--- config.mk ---
export PLATFORM = sky130hd
export DESIGN_NAME = memory_cycle_lsu
export DESIGN_NICKNAME = d
export VERILOG_FILES = /design/src/rtl/memory_cycle_lsu_pkg.sv /design/src/rtl/memory_cycle_lsu_beat_serializer.sv /design/src/rtl/memory_cycle_lsu.sv
export SDC_FILE = /design/constraint.sdc
export NUM_CORES = 2
export LEC_CHECK = 0
export CORE_AREA = 2 2 643 645
export DETAILED_ROUTE_END_ITERATION = 16
export DIE_AREA = 0 0 645 647
export PLACE_DENSITY_LB_ADDON = 0.12
export SLEW_MARGIN = 15
export SYNTH_ARGS = -nofsm -noshare
export SYNTH_HDL_FRONTEND = slang
export SYNTH_SLANG_ARGS = --single-unit
export TNS_END_PERCENT = 20
--- constraint.sdc ---
create_clock -name clk -period 2.2 [get_ports clk]
set_input_delay 0.55 -clock clk [delete_from_list [all_inputs] [get_ports clk]]
set_output_delay 0.55 -clock clk [all_outputs]
set_load 0.02 [all_outputs]
--- src/rtl/memory_cycle_lsu_pkg.sv ---
// Shared definitions for the MEM-stage load/store unit: bus geometry defaults
// and the transfer-sequencing state encoding.
package memory_cycle_lsu_pkg;

  localparam int unsigned LSU_DATA_W = 256;
  localparam int unsigned LSU_BUS_W  = 32;
  localparam int unsigned LSU_ADDR_W = 32;

  typedef enum logic [1:0] {
    LSU_IDLE = 2'd0,
    LSU_BUSY = 2'd1,
    LSU_DONE = 2'd2
  } lsu_state_e;

  // Width of a beat index; a single-beat bus still needs a 1-bit counter.
  function automatic int unsigned lsu_beat_idx_w(input int unsigned beats);
    return (beats > 1) ? $clog2(beats) : 1;
  endfunction

endpackage

--- src/rtl/memory_cycle_lsu_beat_serializer.sv ---
// Beat sequencer for one vector access: beat counter, beat address,
// outgoing write slice and the load assembly buffer. Beat 0 is the LSW.
module lsu_beat_serializer
  import memory_cycle_lsu_pkg::*;
#(
  parameter int unsigned DATA_W = LSU_DATA_W,
  parameter int unsigned BUS_W  = LSU_BUS_W,
  parameter int unsigned ADDR_W = LSU_ADDR_W
) (
  input  logic              clk,
  input  logic              rst,
  input  logic              start_i,
  input  logic              beat_ack_i,
  input  logic              fill_i,
  input  logic [ADDR_W-1:0] base_i,
  input  logic [DATA_W-1:0] wvec_i,
  input  logic [BUS_W-1:0]  rdata_i,
  output logic              last_beat_o,
  output logic [ADDR_W-1:0] addr_o,
  output logic [BUS_W-1:0]  wdata_o,
  output logic [DATA_W-1:0] rbuf_o
);

  localparam int unsigned BEATS  = DATA_W / BUS_W;
  localparam int unsigned BEAT_W = lsu_beat_idx_w(BEATS);
  localparam logic [ADDR_W-1:0] STRIDE = ADDR_W'(BUS_W / 8);

  logic [BEAT_W-1:0] beat_q, beat_d, beat_nxt;
  logic [ADDR_W-1:0] addr_q, addr_d;
  logic [BUS_W-1:0]  wdata_q, wdata_d, wslice_nxt;
  logic [DATA_W-1:0] rbuf_q, rbuf_d;

  assign last_beat_o = (beat_q == BEAT_W'(BEATS - 1));
  assign addr_o      = addr_q;
  assign wdata_o     = wdata_q;
  assign rbuf_o      = rbuf_q;

  // Next beat: advance counter/address, pick next write slice, capture read beat.
  always_comb begin
    beat_d     = beat_q;
    addr_d     = addr_q;
    wdata_d    = wdata_q;
    rbuf_d     = rbuf_q;
    beat_nxt   = beat_q + BEAT_W'(1);
    wslice_nxt = '0;
    for (int unsigned k = 0; k < BEATS; k++) begin
      if (beat_nxt == BEAT_W'(k)) wslice_nxt = wvec_i[k*BUS_W +: BUS_W];
    end
    if (start_i) begin
      beat_d  = '0;
      addr_d  = base_i;
      wdata_d = wvec_i[BUS_W-1:0];
    end else if (beat_ack_i) begin
      if (fill_i) begin
        for (int unsigned k = 0; k < BEATS; k++) begin
          if (beat_q == BEAT_W'(k)) rbuf_d[k*BUS_W +: BUS_W] = rdata_i;
        end
      end
      // Address steps incrementally so it wraps modulo 2^ADDR_W for free.
      if (!last_beat_o) begin
        beat_d  = beat_nxt;
        addr_d  = addr_q + STRIDE;
        wdata_d = wslice_nxt;
      end
    end
  end

  // Beat state registers, updated with the pipeline on the falling edge.
  always_ff @(negedge clk) begin
    if (!rst) begin
      beat_q  <= '0;
      addr_q  <= '0;
      wdata_q <= '0;
      rbuf_q  <= '0;
    end else begin
      beat_q  <= beat_d;
      addr_q  <= addr_d;
      wdata_q <= wdata_d;
      rbuf_q  <= rbuf_d;
    end
  end

endmodule

--- src/rtl/memory_cycle_lsu.sv ---
// MEM pipeline stage: MEM/WB register plus a serialiser that moves 256-bit
// vector loads/stores over a narrow req/ack bus while stalling upstream.
module memory_cycle_lsu
  import memory_cycle_lsu_pkg::*;
#(
  parameter int unsigned DATA_W = LSU_DATA_W,
  parameter int unsigned BUS_W  = LSU_BUS_W,
  parameter int unsigned ADDR_W = LSU_ADDR_W
) (
  input  logic              clk,
  input  logic              rst,
  input  logic              RegWriteM,
  input  logic              ResultSrcM,
  input  logic              MemWriteM,
  input  logic [DATA_W-1:0] ALUResultM,
  input  logic [DATA_W-1:0] WriteDataM,
  input  logic [4:0]        RdM,
  input  logic [DATA_W-1:0] PCPlus4M,
  output logic              StallM,
  output logic              mem_req,
  output logic              mem_we,
  output logic [ADDR_W-1:0] mem_addr,
  output logic [BUS_W-1:0]  mem_wdata,
  input  logic [BUS_W-1:0]  mem_rdata,
  input  logic              mem_ack,
  output logic              RegWriteW,
  output logic              ResultSrcW,
  output logic [DATA_W-1:0] ReadDataW,
  output logic [DATA_W-1:0] ALUResultW,
  output logic [4:0]        RdW,
  output logic [DATA_W-1:0] PCPlus4W
);

  lsu_state_e        state_q, state_d;
  logic              req_q, req_d;
  logic              we_q, we_d;
  logic              rw_q, rw_d;
  logic              rs_q, rs_d;
  logic [DATA_W-1:0] rdat_q, rdat_d;
  logic [DATA_W-1:0] alu_q, alu_d;
  logic [4:0]        rd_q, rd_d;
  logic [DATA_W-1:0] pc4_q, pc4_d;

  logic              mem_op, start, beat_ack, last_beat;
  logic [DATA_W-1:0] rbuf;

  assign mem_op   = MemWriteM | ResultSrcM;
  assign start    = (state_q == LSU_IDLE) && mem_op;
  // Acks outside BUSY never reach the serialiser.
  assign beat_ack = (state_q == LSU_BUSY) && mem_ack;
  assign StallM   = start || (state_q == LSU_BUSY);

  assign mem_req    = req_q;
  assign mem_we     = we_q;
  assign RegWriteW  = rw_q;
  assign ResultSrcW = rs_q;
  assign ReadDataW  = rdat_q;
  assign ALUResultW = alu_q;
  assign RdW        = rd_q;
  assign PCPlus4W   = pc4_q;

  lsu_beat_serializer #(
    .DATA_W (DATA_W),
    .BUS_W  (BUS_W),
    .ADDR_W (ADDR_W)
  ) u_beats (
    .clk         (clk),
    .rst         (rst),
    .start_i     (start),
    .beat_ack_i  (beat_ack),
    .fill_i      (~we_q),
    .base_i      (ALUResultM[ADDR_W-1:0]),
    .wvec_i      (WriteDataM),
    .rdata_i     (mem_rdata),
    .last_beat_o (last_beat),
    .addr_o      (mem_addr),
    .wdata_o     (mem_wdata),
    .rbuf_o      (rbuf)
  );

  // Sequencing FSM and MEM/WB next-state; stalled cycles write a bubble.
  always_comb begin
    state_d = state_q;
    req_d   = req_q;
    we_d    = we_q;
    rw_d    = rw_q;
    rs_d    = rs_q;
    rdat_d  = rdat_q;
    alu_d   = alu_q;
    rd_d    = rd_q;
    pc4_d   = pc4_q;
    case (state_q)
      LSU_IDLE: begin
        if (mem_op) begin
          state_d = LSU_BUSY;
          req_d   = 1'b1;
          we_d    = MemWriteM;
          rw_d    = 1'b0;
          rs_d    = 1'b0;
        end else begin
          rw_d  = RegWriteM;
          rs_d  = ResultSrcM;
          alu_d = ALUResultM;
          rd_d  = RdM;
          pc4_d = PCPlus4M;
        end
      end
      LSU_BUSY: begin
        rw_d = 1'b0;
        rs_d = 1'b0;
        if (beat_ack && last_beat) begin
          state_d = LSU_DONE;
          req_d   = 1'b0;
        end
      end
      LSU_DONE: begin
        rw_d  = RegWriteM;
        rs_d  = ResultSrcM;
        alu_d = ALUResultM;
        rd_d  = RdM;
        pc4_d = PCPlus4M;
        // Stores (including store+load encodings) leave ReadDataW untouched.
        if (!we_q) rdat_d = rbuf;
        state_d = LSU_IDLE;
      end
      default: state_d = LSU_IDLE;
    endcase
  end

  // State and MEM/WB registers; reset abandons any partial transfer.
  always_ff @(negedge clk) begin
    if (!rst) begin
      state_q <= LSU_IDLE;
      req_q   <= 1'b0;
      we_q    <= 1'b0;
      rw_q    <= 1'b0;
      rs_q    <= 1'b0;
      rdat_q  <= '0;
      alu_q   <= '0;
      rd_q    <= '0;
      pc4_q   <= '0;
    end else begin
      state_q <= state_d;
      req_q   <= req_d;
      we_q    <= we_d;
      rw_q    <= rw_d;
      rs_q    <= rs_d;
      rdat_q  <= rdat_d;
      alu_q   <= alu_d;
      rd_q    <= rd_d;
      pc4_q   <= pc4_d;
    end
  end

endmodule

# Word-level counts from Yosys, hierarchy flattened
# Index checks and enable logic that the tools add are counted.
[word_totals] register_bits=1102 word_cells=104 output_inout_bits=842
[op_classes] reduce_logical=27 n_mux=30 n_bitwise=5 n_addsub=2 eq_ne=20
[op_table] op="$pmux W256 S2" count=2
[op_table] op="$mux W256" count=2
[op_table] op="$mux W32" count=14
[op_table] op="$add A32 B3 Y32 const B" count=1
[op_table] op="$reduce_and A4 Y1" count=8
[op_table] op="$eq A3 B3 Y1 const B" count=8
[op_table] op="$eq A3 B2 Y1 const B" count=4
[op_table] op="$reduce_and A2 Y1" count=6
[op_table] op="$pmux W5 S2" count=1
[op_table] op="$eq A3 B1 Y1 const B" count=2
[op_table] op="$logic_not A3 Y1" count=2
[op_table] op="$ne A2 B2 Y1 const B" count=3
[op_table] op="$pmux W1 S3" count=2
[op_table] op="$reduce_bool A2 Y1" count=3
[op_table] op="$mux W5" count=1
[op_table] op="$mux W1" count=4
[op_table] op="$mux W2" count=2
[op_table] op="$not A1 Y1" count=4
[op_table] op="$pmux W2 S2" count=1
[op_table] op="$add A3 B1 Y3 const B" count=1
[op_table] op="$logic_and A1 B1 Y1" count=3
[op_table] op="$reduce_and A3 Y1" count=1
[op_table] op="$reduce_bool A3 Y1" count=1
[op_table] op="$eq A2 B1 Y1 const B" count=1
[op_table] op="other kinds (7)" count=7

# Depth between registers and ports, before layout
[depth] depth_word=13 ltp_mapped=10 mapped_depth_nobuf=7

# Cells and area by module
# From an unflattened synthesis, not the netlist that was laid out.
[hier_totals] hier_cells=5394 hier_area_um2=43887.1
[by_module_without_submodules] module="memory_cycle_lsu" cells_per_inst=3397 instances=1 area_per_inst_um2=29273.1
[by_module_without_submodules] module="lsu_beat_serializer" cells_per_inst=1997 instances=1 area_per_inst_um2=14614.0

==> results.txt <==
status - finished with violations
failing checks - negative setup slack
FF+latch count, synth - 1,102
Clk Latency, worst-skew pair - 0.86 ns
worst slew pin tran - 1.12 ns
top-area cell type share of the netlist area - 0.540
Final Hold Viols - 0
Arr. time, crit path - 2.98 ns
Layout Cells excl Fill - 14,024
share of layout cells above drive strength 1 - 0.297
total wire length - 321,000 µm
Clock Sinks - 1,102
finished layout cell area - 82,500 µm²
Hold Buf Count CTS - 0
RSZ-0062 raised after global routing - true
Final nets - 9,231
headroom to the max-slew limit - 0.252
Internal - 44.0 mW
Unique masters post-synth - 53
DR WL/cell - 22.9 µm
count leader, synth - nand2_1
Setup crit start kind - flip-flop
Synthesis Warnings - 0
synth top area cells - dfxtp_1, nand2_1, a21oi_1
CTS tree - done
die footprint - 417,000 µm²
cell count after synthesis - 5,250
Avg Inst Size Synth - 7.79 µm²
Leak - 34.8 nW
DP Area - 69,800 µm²
vias in the first global route - 52,254
Post-synth EDFFs - 0
max layer used - met5
GRT Util Overall - 0.147
power consumption - 65.4 mW
Clock transition at path regs - 0.04 ns
final setup violation count - 1,691
sw power - 21.4 mW
WL met2 - 158,000 µm
WS Path Type - reg -> out
Req. time, crit path - 1.65 ns
mapped cell area - 40,900 µm²
Main synth FF type - dfxtp_1
ANT nets after route - 0
placed cell count - 12,534
die width - 645 µm
final hold slack - 0.436 ns
Synth area leader - dfxtp_1
peak supply drop - 0.492 mV
die height - 647 µm
RePlAce Congestion - 0.872
Detailed Route Iter0 Violations - 2,827
Root Driver - clkbuf_16
switching part of the total - 0.327
initial antenna violation count - 107
number of clock buffers inserted by TritonCTS - 160
Core ar. - 411,000 µm²
DRC - 0
buffers added on ports - 1,652
vias per std cell - 3.61
routed wl met3 - 24,800 µm
clock power share - 0.540
fin util - 0.201
max-slew violation count - 0
M1 WL - 128,000 µm
pin count of the biggest net entering global routing - 65
CP Capture Type - primary output
total gr overflow - 0
Max Cap Viol - 0
Final WS setup - -1.33 ns
Top-Level Pins - 1,653
Rows - 236
Hold WC Path Type - reg -> reg
Synth top cells by count - nand2_1, dfxtp_1, a21oi_1
hpwl dp - 257,000 µm
Vias - 50,599
r2r setup slk - -0.46 ns
post-synthesis sequential area ratio - 0.540
Pre-antenna DRT Iters - 5
crit-path max FO - 2
post-synthesis net count - 6,073
Pwr Density - 792 nW/µm²
synth-to-layout area growth - 102%
H-tree Lvls - 4
Synth async-reset ratio - 0
clock tree buffer depth - 4
Initial Utilization - 0.0995
Sequential Power Share - 0.327
first-pass GRT wire length - 426,000 µm
combinational share of power - 0.133
skew final - 0.0513 ns
cells by family after synthesis:
group,Yosys count,synth area share
simple gates,2285,0.229
flops,1102,0.540
buf+inv,468,0.0472
xor+xnor,28,0.00600
mux,1,0.000245
fa+ha+maj,12,0.00367
compound gates,1354,0.175
through the flow:
stage,setup slack [ns],TNS [ns]
final,-1.33,-1046.67
after global routing,-1.42,-1177.38
after CTS,-1.41,-1134.75
after detailed placement,-1.59,-1450.30
after global placement,-1.57,-1448.53
after floorplan,-0.621,-548.06
flip-flops by register name (all words and copies together), names as in the netlist, 3 cells and up:
signal / flops
u_beats.addr_o: 32
RdW: 5
u_beats.beat_q: 3
u_beats.wdata_o: 32
PCPlus4W: 256
ReadDataW: 256
ALUResultW: 256
u_beats.rbuf_o: 256
critical path: stages, from the launching register on:
cell and delay (ns):
dfxtp_2 0.31, inv_2 0.07, ha_4 0.15, o21ai_4 0.07, buf_12 0.12, buf_8 0.11
nand2b_4 0.06, buf_8 0.13
layout by cell type (no fill, tap or decap), types with 5 or more instances in the layout:
cell type / n
nor3_1: 53
clkinvlp_2: 34
xor2_1: 12
nand3_1: 235
a211oi_1: 5
clkbuf_16: 163
a221o_1: 16
nor2_1: 53
dfxtp_2: 592
and2_0: 7
dfxtp_4: 147
nand2_1: 1815
a22oi_1: 23
buf_4: 613
diode_2: 23
nor3b_1: 15
nor2b_1: 17
o31ai_1: 14
o21ai_0: 271
ha_1: 6
o2bb2ai_1: 16
bufinv_16: 23
buf_6: 570
xnor2_1: 16
clkdlybuf4s50_1: 809
o311a_1: 14
nand4_1: 9
o22ai_1: 9
inv_1: 1177
a21oi_1: 971
and3_1: 5
and4_1: 7
buf_12: 291
buf_8: 39
nand3b_1: 17
inv_4: 7
and2_1: 24
dfxtp_1: 363
layout make-up:
cell class | count | area (µm²)
inverter | 40 | 158
multi-input combinational | 3680 | 17100
clock inverter | 1220 | 5440
clock buffer | 163 | 4080
timing repair buffer | 2322 | 25500
sequential | 1102 | 23400
tap | 5474 | 6850
fill | 46374 | 328000
antenna | 23 | 57.6
power by group through the flow:
stage	registers, mW	logic, mW	clock network [mW]
after floorplan	22.1	1.86	3.02
after global placement	21.5	8.70	3.02
after detailed placement	21.5	8.68	3.02
after CTS	21.3	8.78	37.1
after global routing	21.4	9.19	39.2
final	21.4	8.69	35.3
metal layers:
layer | vias up | global-route usage
li1 | 23857 | -
met1 | 24046 | 0.165
met2 | 2073 | 0.251
met3 | 547 | 0.0553
met4 | 76 | 0.0555
met5 | - | 0
path summary, 6_finish.rpt:
check / start / end / cells after the start
max: state_q[1] / StallM / 7
min: u_beats.rbuf_o[1] / ReadDataW[1] / 2
max reg2reg: u_beats.beat_q[0] / u_beats.wdata_o[27] / 10
min reg2reg: u_beats.rbuf_o[1] / ReadDataW[1] / 2
repair_timing:
| item | in CTS | in global routing |
|---|---|---|
| pin swaps | 1 | 0 |
| buffers inserted | 42 | 57 |
| endpoints found under the setup margin | 1686 | 1901 |
| resized for setup | 2598 | 1014 |
Note: power is estimated with default switching activity, not from simulation.
